File: config.mk
export PLATFORM = sky130hd
export DESIGN_NAME = stream_mux_arb
export DESIGN_NICKNAME = d
export VERILOG_FILES = /design/src/rtl/stream_mux_arb_pkg.sv /design/src/rtl/stream_mux_arb_rr_arbiter.sv /design/src/rtl/stream_mux_arb.sv
export SDC_FILE = /design/constraint.sdc
export NUM_CORES = 1
export LEC_CHECK = 0
export ABC_AREA = 1
export CORE_AREA = 5 5 123 125
export CTS_CLUSTER_SIZE = 16
export DETAILED_ROUTE_END_ITERATION = 10
export DIE_AREA = 0 0 128 130
export DONT_BUFFER_PORTS = 1
export HOLD_SLACK_MARGIN = 0.15
export PLACE_DENSITY = 0.55
export SYNTH_ARGS = -nofsm -noshare
export SYNTH_HDL_FRONTEND = slang
export SYNTH_SLANG_ARGS = --single-unit
File: constraint.sdc
create_clock -name clk -period 5.39 [get_ports clk]
set_input_delay 1.617 -clock clk [delete_from_list [all_inputs] [get_ports clk]]
set_output_delay 1.617 -clock clk [all_outputs]
set_load 0.005 [all_outputs]
File: src/rtl/stream_mux_arb_pkg.sv
`default_nettype none
// ============================================================================
//  Module      : stream_mux_pkg
//  Description : Shared types for the stream_mux_arb arbitrated multiplexer.
//  Revision    : 1.0 - initial release
// ============================================================================
package stream_mux_pkg;

    typedef enum logic {ARB_FIXED = 1'b0, ARB_RR = 1'b1} arb_mode_e;

    typedef enum logic {ST_IDLE = 1'b0, ST_LOCKED = 1'b1} mux_state_e;

endpackage
`default_nettype wire

File: src/rtl/stream_mux_arb_rr_arbiter.sv
`default_nettype none
// ============================================================================
//  Module      : rr_arbiter
//  Description : Combinational N-way arbiter, fixed priority or round-robin
//                starting the search at ptr.
//  Revision    : 1.0 - initial release
// ============================================================================
module rr_arbiter
    import stream_mux_pkg::*;
#(
    parameter  int N    = 8,
    localparam int SELW = $clog2(N)
) (
    input  logic [N-1:0]    req,
    input  logic [SELW-1:0] ptr,
    input  arb_mode_e       mode,
    output logic [N-1:0]    gnt_oh,
    output logic [SELW-1:0] gnt_idx,
    output logic            any
);

    int unsigned w_start;
    int unsigned w_idx;

    always_comb begin
        gnt_oh  = '0;
        gnt_idx = '0;
        any     = 1'b0;
        w_idx   = 0;
        w_start = (mode == ARB_RR) ? 32'(ptr) : 32'd0;
        // Scan N positions from the start index, wrapping past N-1.
        for (int unsigned k = 0; k < N; k++) begin
            w_idx = w_start + k;
            if (w_idx >= N) begin
                w_idx = w_idx - N;
            end
            if (!any && req[w_idx[SELW-1:0]]) begin
                any                        = 1'b1;
                gnt_idx                    = w_idx[SELW-1:0];
                gnt_oh[w_idx[SELW-1:0]]    = 1'b1;
            end
        end
    end

endmodule
`default_nettype wire

File: src/rtl/stream_mux_arb.sv
`default_nettype none
// ============================================================================
//  Module      : stream_mux_arb
//  Description : N-to-1 streaming mux with valid/ready handshakes, selectable
//                arbitration, packet locking and a registered output stage.
//  Revision    : 1.0 - initial release
// ============================================================================
module stream_mux_arb
    import stream_mux_pkg::*;
#(
    parameter  int WIDTH = 32,
    parameter  int N     = 8,
    localparam int SELW  = $clog2(N)
) (
    input  logic                  clk,
    input  logic                  rst,
    input  logic                  mode,
    input  logic [N-1:0][WIDTH-1:0] in_data,
    input  logic [N-1:0]          in_valid,
    input  logic [N-1:0]          in_last,
    output logic [N-1:0]          in_ready,
    output logic [WIDTH-1:0]      out_data,
    output logic                  out_valid,
    output logic                  out_last,
    input  logic                  out_ready,
    output logic [SELW-1:0]       out_sel
);

    mux_state_e       r_state;
    mux_state_e       w_state_next;
    logic [SELW-1:0]  r_ptr;
    logic [SELW-1:0]  r_lock_idx;
    logic [WIDTH-1:0] r_out_data;
    logic             r_out_valid;
    logic             r_out_last;
    logic [SELW-1:0]  r_out_sel;

    logic [N-1:0]     w_arb_oh;
    logic [SELW-1:0]  w_arb_idx;
    logic             w_arb_any;
    logic             w_load;
    logic [SELW-1:0]  w_gnt_idx;
    logic             w_gnt_valid;
    logic             w_xfer;
    logic             w_xfer_last;

    rr_arbiter #(.N(N)) u_arb (
        .req     (in_valid),
        .ptr     (r_ptr),
        .mode    (arb_mode_e'(mode)),
        .gnt_oh  (w_arb_oh),
        .gnt_idx (w_arb_idx),
        .any     (w_arb_any)
    );

    assign w_load = !r_out_valid || out_ready;

    always_comb begin
        w_state_next = r_state;
        w_gnt_idx    = w_arb_idx;
        w_gnt_valid  = w_arb_any;
        // A locked packet owns the grant until its last beat, ignoring mode.
        if (r_state == ST_LOCKED) begin
            w_gnt_idx   = r_lock_idx;
            w_gnt_valid = in_valid[r_lock_idx];
        end
        w_xfer      = w_load && w_gnt_valid;
        w_xfer_last = in_last[w_gnt_idx];

        in_ready = '0;
        if (w_load && ((r_state == ST_LOCKED) || (w_arb_oh != '0))) begin
            in_ready[w_gnt_idx] = 1'b1;
        end

        case (r_state)
            ST_IDLE:   if (w_xfer && !w_xfer_last) w_state_next = ST_LOCKED;
            ST_LOCKED: if (w_xfer &&  w_xfer_last) w_state_next = ST_IDLE;
            default:   w_state_next = ST_IDLE;
        endcase
    end

    always_ff @(posedge clk or posedge rst) begin
        if (rst) begin
            r_state <= ST_IDLE;
        end else begin
            r_state <= w_state_next;
        end
    end

    always_ff @(posedge clk or posedge rst) begin
        if (rst) begin
            r_ptr       <= '0;
            r_lock_idx  <= '0;
            r_out_data  <= '0;
            r_out_valid <= 1'b0;
            r_out_last  <= 1'b0;
            r_out_sel   <= '0;
        end else begin
            if (w_xfer && w_xfer_last) begin
                r_ptr <= (w_gnt_idx == SELW'(N - 1)) ? '0 : w_gnt_idx + 1'b1;
            end
            if ((r_state == ST_IDLE) && w_xfer && !w_xfer_last) begin
                r_lock_idx <= w_gnt_idx;
            end
            if (w_load) begin
                r_out_valid <= w_xfer;
                if (w_xfer) begin
                    r_out_data <= in_data[w_gnt_idx];
                    r_out_last <= w_xfer_last;
                    r_out_sel  <= w_gnt_idx;
                end
            end
        end
    end

    assign out_data  = r_out_data;
    assign out_valid = r_out_valid;
    assign out_last  = r_out_last;
    assign out_sel   = r_out_sel;

endmodule
`default_nettype wire

==> results of run 1 <==
## logic make-up after synthesis
kind of cell               count (synthesis)  synth area share
DFF                                       44            0.2052
xor gates and xnor gates                   1          0.003033
and+or+nand+nor                          570            0.4557
buffers and inverters                    171            0.1441
adders and majority gates                  3          0.006997
AOI/OAI and AO/OA                        167            0.1849
## power by group through the flow
stage / combinational (mW) / sequential (mW) / clock [mW]
global placement: 3.36 / 0.704 / 0
global route: 4.10 / 0.719 / 0.323
CTS: 3.42 / 0.698 / 0.309
finish: 3.61 / 0.700 / 0.296
detailed placement: 3.38 / 0.702 / 0
floorplan: 2.68 / 0.609 / 0
## tightest hold or removal path: cells and delay by family, from the launching register on
kind	cells	cell delay (ps)
simple gates	2	110
flops	1	370
## cell usage in the layout (no fill, tap or decap), drive strengths merged
| cell | n |
|---|---|
| o221ai | 1 |
| inv | 119 |
| a21oi | 4 |
| o21ai | 106 |
| nor4 | 2 |
| nor3 | 5 |
| a221oi | 1 |
| o211ai | 53 |
| nand3b | 1 |
| clkinv | 1 |
| dfrtp | 44 |
| nand2 | 232 |
| a31oi | 1 |
| nand4 | 4 |
| clkbuf | 6 |
| nand3 | 86 |
| nor3b | 1 |
| o32ai | 1 |
| ha | 3 |
| or2 | 32 |
| xnor2 | 1 |
| diode | 1 |
| buf | 48 |
| nor2 | 207 |
## flip-flops by register name (all words and copies together), names as in the netlist, named ones only
register,cells
out_data,32
out_sel,3
r_lock_idx,3
r_ptr,3
out_last,1
out_valid,1
## timing repair
| action | CTS | global route |
|---|---|---|
| setup buffers | 1 | 7 |
| endpoints found under the setup margin | 8 | 8 |
| pin swaps | 4 | 32 |
| resized for setup | 7 | 62 |
## cell type report
| type | instances | area [sq um] |
|---|---|---|
| Sequential cell | 44 | 1101 |
| Multi-Input combinational cell | 741 | 3820 |
| Clock inverter | 1 | 5.005 |
| Inverter | 119 | 456.7 |
| Fill cell | 1534 | 7641 |
| Clock buffer | 6 | 128.9 |
| Antenna cell | 1 | 2.502 |
| Tap cell | 180 | 225.2 |
| Timing Repair Buffer | 48 | 392.9 |
## layer usage
metal  GRT usage  part of all wire
met3     0.04748             0.060
met2      0.3986              0.51
met1      0.2941              0.41
met4     0.07615             0.023
met5           0                 0
## stage by stage
| step | instances | instance area (sq um) | hold WS, ps | power, mW | setup WS [ps] |
|---|---|---|---|---|---|
| global route | 1140 | 6132 | 559.6 | 5.145 | -52.93 |
| floorplan | 956 | 5450 | 464.0 | 3.290 | 5.039 |
| CTS | 1132 | 5836 | 522.1 | 4.431 | 16.57 |
| global placement | 1124 | 5665 | 500.8 | 4.065 | -67.37 |
| finish | 1140 | 6132 | 517.2 | 4.602 | 112.8 |
| detailed placement | 1124 | 5665 | 506.7 | 4.080 | -105.5 |
## worst max-delay path by stage
stage | start | end | slack, ps
after floorplan | mode | in_ready[4] | 5
after global placement | mode | in_ready[6] | -70
after detailed placement | mode | in_ready[6] | -110
after CTS | mode | in_ready[0] | 20
after global routing | mode | in_ready[6] | -50
final | mode | in_ready[6] | 110
==> qor.txt, run 1 <==
Run status: complete, no violations
CTS tree: done
Initial Utilization: 0.3895
CP Capture Type: primary output
Synth top area cells: dfrtp_1, nand2_1, nor2_1, nand3_1, inv_1
FFs w/ async S/R, synth: 1.000
Crit path arrival time: 3660 ps
Clk root buf: clkbuf_16
Wirelength per Cell: 18.03 um
Clk buf depth: 2
Area delta synth->final: 14.30%
Syn avg cell area: 5.612 sq um
Overflow after GRT: 0
Hold worst-path end: r_lock_idx[1]
Most used DFF post-synth: dfrtp_1
Most common cell in the netlist: nand2_1
Crit Path Max Fanout: 12
DP Wirelength: 16.10 mm
Worst EP required: 3770 ps
DRT Wirelength: 20.56 mm
Switching pwr: 2.639 mW
Initial drt markers: 405
Die height: 130 um
Mapped Area: 5365 sq um
Fin util: 0.4452
Rows: 43
CP most frequent cell: nand2_1
Sink Count: 44
Rel. slew slack: 0.3439
Crit start category: primary input
Die area: 16640 sq um
Global-route usage over all layers: 0.2328
Number of antenna violations at the first check in global routing: 1
Synth top area share: 0.2052
#FFs+latches synth: 44
Net Count, Synth: 1235
CTS clk-pin slew, worst paths: 60 ps
PwrDens: 750.5 nW/um^2
Setup_tns: 0 ps
Logic gate share of total power: 0.783
Pleak: 3.078 nW
Layout cells sized above 1: 0.1814
Cell type with the largest total area after synthesis: dfrtp_1
Reg-to-reg endpoint: r_lock_idx[0]
Share of power burned in registers: 0.152
DR pass1 iterations: 6
Max-slew violation count: 0
CP Depth: 18
CP max stage delay: 360 ps
Slowest-stage cell, CP: ha_4
Clock Skew: 3.493 ps
Clock latency on the worst-skew pair: 290 ps
Io pins: 321
Vias per std cell: 5.315
Crit path cell chain: nand2_8, ha_4, inv_4, nand3_4, nand2_2, nand2_2, nand2_4, nand3_4, nor2_4, nand2_1, nand2_1, nor4_2, nand3_1, nor2_1, o211ai_1, nand2_1, buf_12, nor2_1
Clock share of power: 0.064
CP top delay family: simple AND/OR/NAND/NOR gates
Fmax: 189.5 MHz
Hold depth: 2
Switching Share: 0.5734
TritonCTS buffer count: 5
Synth top cells by count: nand2_1, nor2_1, inv_1, nand3_1, o21ai_0
# nets final: 1238
H-tree depth: 2
Distinct cells, synth: 37
Placer Congestion: 0.9148
Cell Int Power: 1.963 mW
Routed vias: 6059
Synth warn: 0
Max-cap violations: 0
Vias in the first global route: 5844
Reg-to-reg startpoint: r_ptr[0]
Pin count of the biggest net entering global routing: 85
R2R setup slack: 1380 ps
# setup viols final: 0
Slew at the pin closest to its max-slew limit: 984.2 ps
Core Area: 13770 sq um
Worst hold-check path type: flop to flop
VDD IR max: 0.3011 mV
Seq/Total Area, Yosys: 0.2052
Final hold violation count: 0
Hold Startpoint: r_lock_idx[1]
Crit Path Category: primary input to primary output
Post-synth EDFFs: 0
Residual DRC: 0
Port bufs: 0
ANT nets after route: 0
Synth Instances: 956
Final period utilization: 0.9791
Die Wd: 128 um
Min Tclk post-route: 5277 ps
Worst Path Buf+Inv: 2
First-pass GRT wire length: 30.64 mm
Register-to-Register Path Depth: 23
# hold bufs at CTS: 0
(Power assumes the default switching activity.)
==> run 2: changes to the inputs <==
--- a/config.mk
+++ b/config.mk
@@ -11,6 +11,7 @@
 export DETAILED_ROUTE_END_ITERATION = 10
 export DIE_AREA = 0 0 128 130
 export DONT_BUFFER_PORTS = 1
+export GPL_TIMING_DRIVEN = 0
 export HOLD_SLACK_MARGIN = 0.15
 export PLACE_DENSITY = 0.55
 export SYNTH_ARGS = -nofsm -noshare
==> qor.txt, run 2 (synthesis results as in run 1) <==
Run status: finished with violations (was complete, no violations)
Failing checks: setup timing
Fin worst setup slack: -46.54 ps (was 112.8 ps)
Min Tclk post-route: 5437 ps (was 5277 ps)
VDD IR max: 0.2748 mV (was 0.3011 mV)
# nets final: 1273 (was 1238)
Tot Pwr: 5.143 mW (was 4.602 mW)
Final hold violation count: 0 (unchanged)
CP Capture Type: primary output (unchanged)
Fin cells: 1173 (was 1140)
Core Area: 13770 sq um (unchanged)
DP Wirelength: 19.68 mm (was 16.10 mm)
Wirelength per Cell: 20.68 um (was 18.03 um)
PwrDens: 803.6 nW/um^2 (was 750.5 nW/um^2)
Most frequent cells in the layout: nand2_1, nor2_1, inv_1, o21ai_0, nand3_1 (unchanged)
H-tree depth: 2 (unchanged)
Routed vias: 6340 (was 6059)
Slew at the pin closest to its max-slew limit: 580.0 ps (was 984.2 ps)
Max reg flops: 32 (unchanged)
Pin count of the biggest net entering global routing: 27 (was 85)
Area delta synth->final: 19.29% (was 14.30%)
Rel. slew slack: 0.6133 (was 0.3439)
Clock latency on the worst-skew pair: 280 ps (was 290 ps)
Pleak: 3.239 nW (was 3.078 nW)
DRT Wirelength: 24.26 mm (was 20.56 mm)
Die area: 16640 sq um (unchanged)
Clk root buf: clkbuf_16 (unchanged)
TritonCTS buffer count: 5 (unchanged)
Io pins: 321 (unchanged)
Initial Utilization: 0.3895 (unchanged)
ANT nets after route: 0 (unchanged)
Worst hold-check path type: flop to flop (unchanged)
Crit Path Max Fanout: 6 (was 12)
Global-route usage over all layers: 0.2791 (was 0.2328)
Sink Count: 44 (unchanged)
Vias in the first global route: 6221 (was 5844)
Commonest non-fill, non-tap cell in the layout: nand2_1 (unchanged)
Die height: 130 um (unchanged)
First-pass GRT wire length: 35.80 mm (was 30.64 mm)
Port bufs: 0 (unchanged)
Initial drt markers: 489 (was 405)
FILL cells: 1548 (was 1534)
Crit Path Category: primary input to primary output (unchanged)
Max-slew violation count: 0 (unchanged)
Worst EP required: 3770 ps (about the same)
CTS tree: done (unchanged)
Overflow after GRT: 0 (unchanged)
Final period utilization: 1.009 (was 0.9791)
CTS clk-pin slew, worst paths: 60 ps (about the same)
Max-cap violations: 0 (unchanged)
Placer Congestion: 0.9131 (was 0.9148)
Crit path arrival time: 3820 ps (was 3660 ps)
DR pass1 iterations: 5 (was 6)
# setup viols final: 7 (was 0)
Inst Count DP: 1137 (was 1124)
Vias per std cell: 5.405 (was 5.315)
Crit start category: primary input (unchanged)
Clock Skew: 6.822 ps (was 3.493 ps)
RSZ-0062 raised after global routing: yes
Number of antenna violations at the first check in global routing: 1 (unchanged)
Layout cells sized above 1: 0.1935 (was 0.1814)
Fmax: 183.9 MHz (was 189.5 MHz)
Die Wd: 128 um (unchanged)
Clk buf depth: 2 (unchanged)
Rows: 43 (unchanged)
Residual DRC: 0 (unchanged)
run 2: power by group:
group | internal (mW) | leakage (nW) | total [mW] | switching, mW
Combinational | 1.51 | 2.67 | 4.16 | 2.65
Sequential | 0.511 | 0.510 | 0.698 | 0.186
Clock | 0.164 | 0.0616 | 0.287 | 0.123
run 2: worst paths after layout:
path,start,endpoint,slack [ps],cells past startpoint
min in group asynchronous,rst,out_data[16],1220,1
worst max-delay path,mode,in_ready[4],-50,21
worst min register to register,r_lock_idx[1],r_lock_idx[1],510,2
worst min-delay path,r_lock_idx[1],r_lock_idx[1],510,2
worst max register to register,r_ptr[1],out_data[11],1810,26
max in group asynchronous,rst,out_data[20],3640,2
run 2: metal layers:
metal / vias up / track usage / routed length (um)
met4: 0 / 0.06180 / 444
met5: - / 0 / 0
met3: 32 / 0.04339 / 1382
li1: 3136 / - / -
met2: 273 / 0.4969 / 12390
met1: 2899 / 0.3573 / 10040
run 2: through the flow:
| stage | hold slack (ps) | cell area (sq um) | setup slack (ps) | util | setup TNS [ps] |
|---|---|---|---|---|---|
| global route | 550.5 | 6400 | -197.7 | 0.4647 | -1321 |
| floorplan | 464.0 | 5450 | 5.039 | - | 0 |
| detailed placement | 486.0 | 5695 | -683.9 | 0.4135 | -4496 |
| global placement | 481.2 | 5675 | -715.0 | 0.4121 | -4593 |
| CTS | 502.6 | 6316 | -31.83 | 0.4586 | -69.37 |
| finish | 505.9 | 6400 | -46.54 | 0.4647 | -193.1 |
run 2: area by class of cell:
type,instances,area (sq um),area share
multi-input combinational,741,3857,0.6027
sequential,44,1101,0.1720
inverter,119,462.9,0.07234
buffer,50,361.6,0.05650
timing repair buffer,33,264.0,0.04125
tap,180,225.2,0.03519
clock buffer,5,125.1,0.01955
antenna,1,2.502,0.0003910
run 2: worst max-delay path: stages:
cell and delay (ps):
nand2_8 40, buf_8 150, ha_4 270, inv_6 80
nand3_4 90, nand3_4 100, nand2_2 70, nor2_4 130
nand4_4 130, nor2_4 210, nand3_2 90, nand2_1 70
inv_1 40, nand2_2 60, nand2_2 60, nand2_4 140
inv_4 50, nor2_4 130, buf_6 140, nand2_4 50
nor2_4 100
run 2: what timing repair did:
action                                  in CTS  in global routing
hold buffers                                 0                  0
pin swaps                                   33                 25
endpoints found under the setup margin       8                  8
resized for setup                           75                 14
hold endpoints to repair                     0                  0
setup buffers                               28                  4
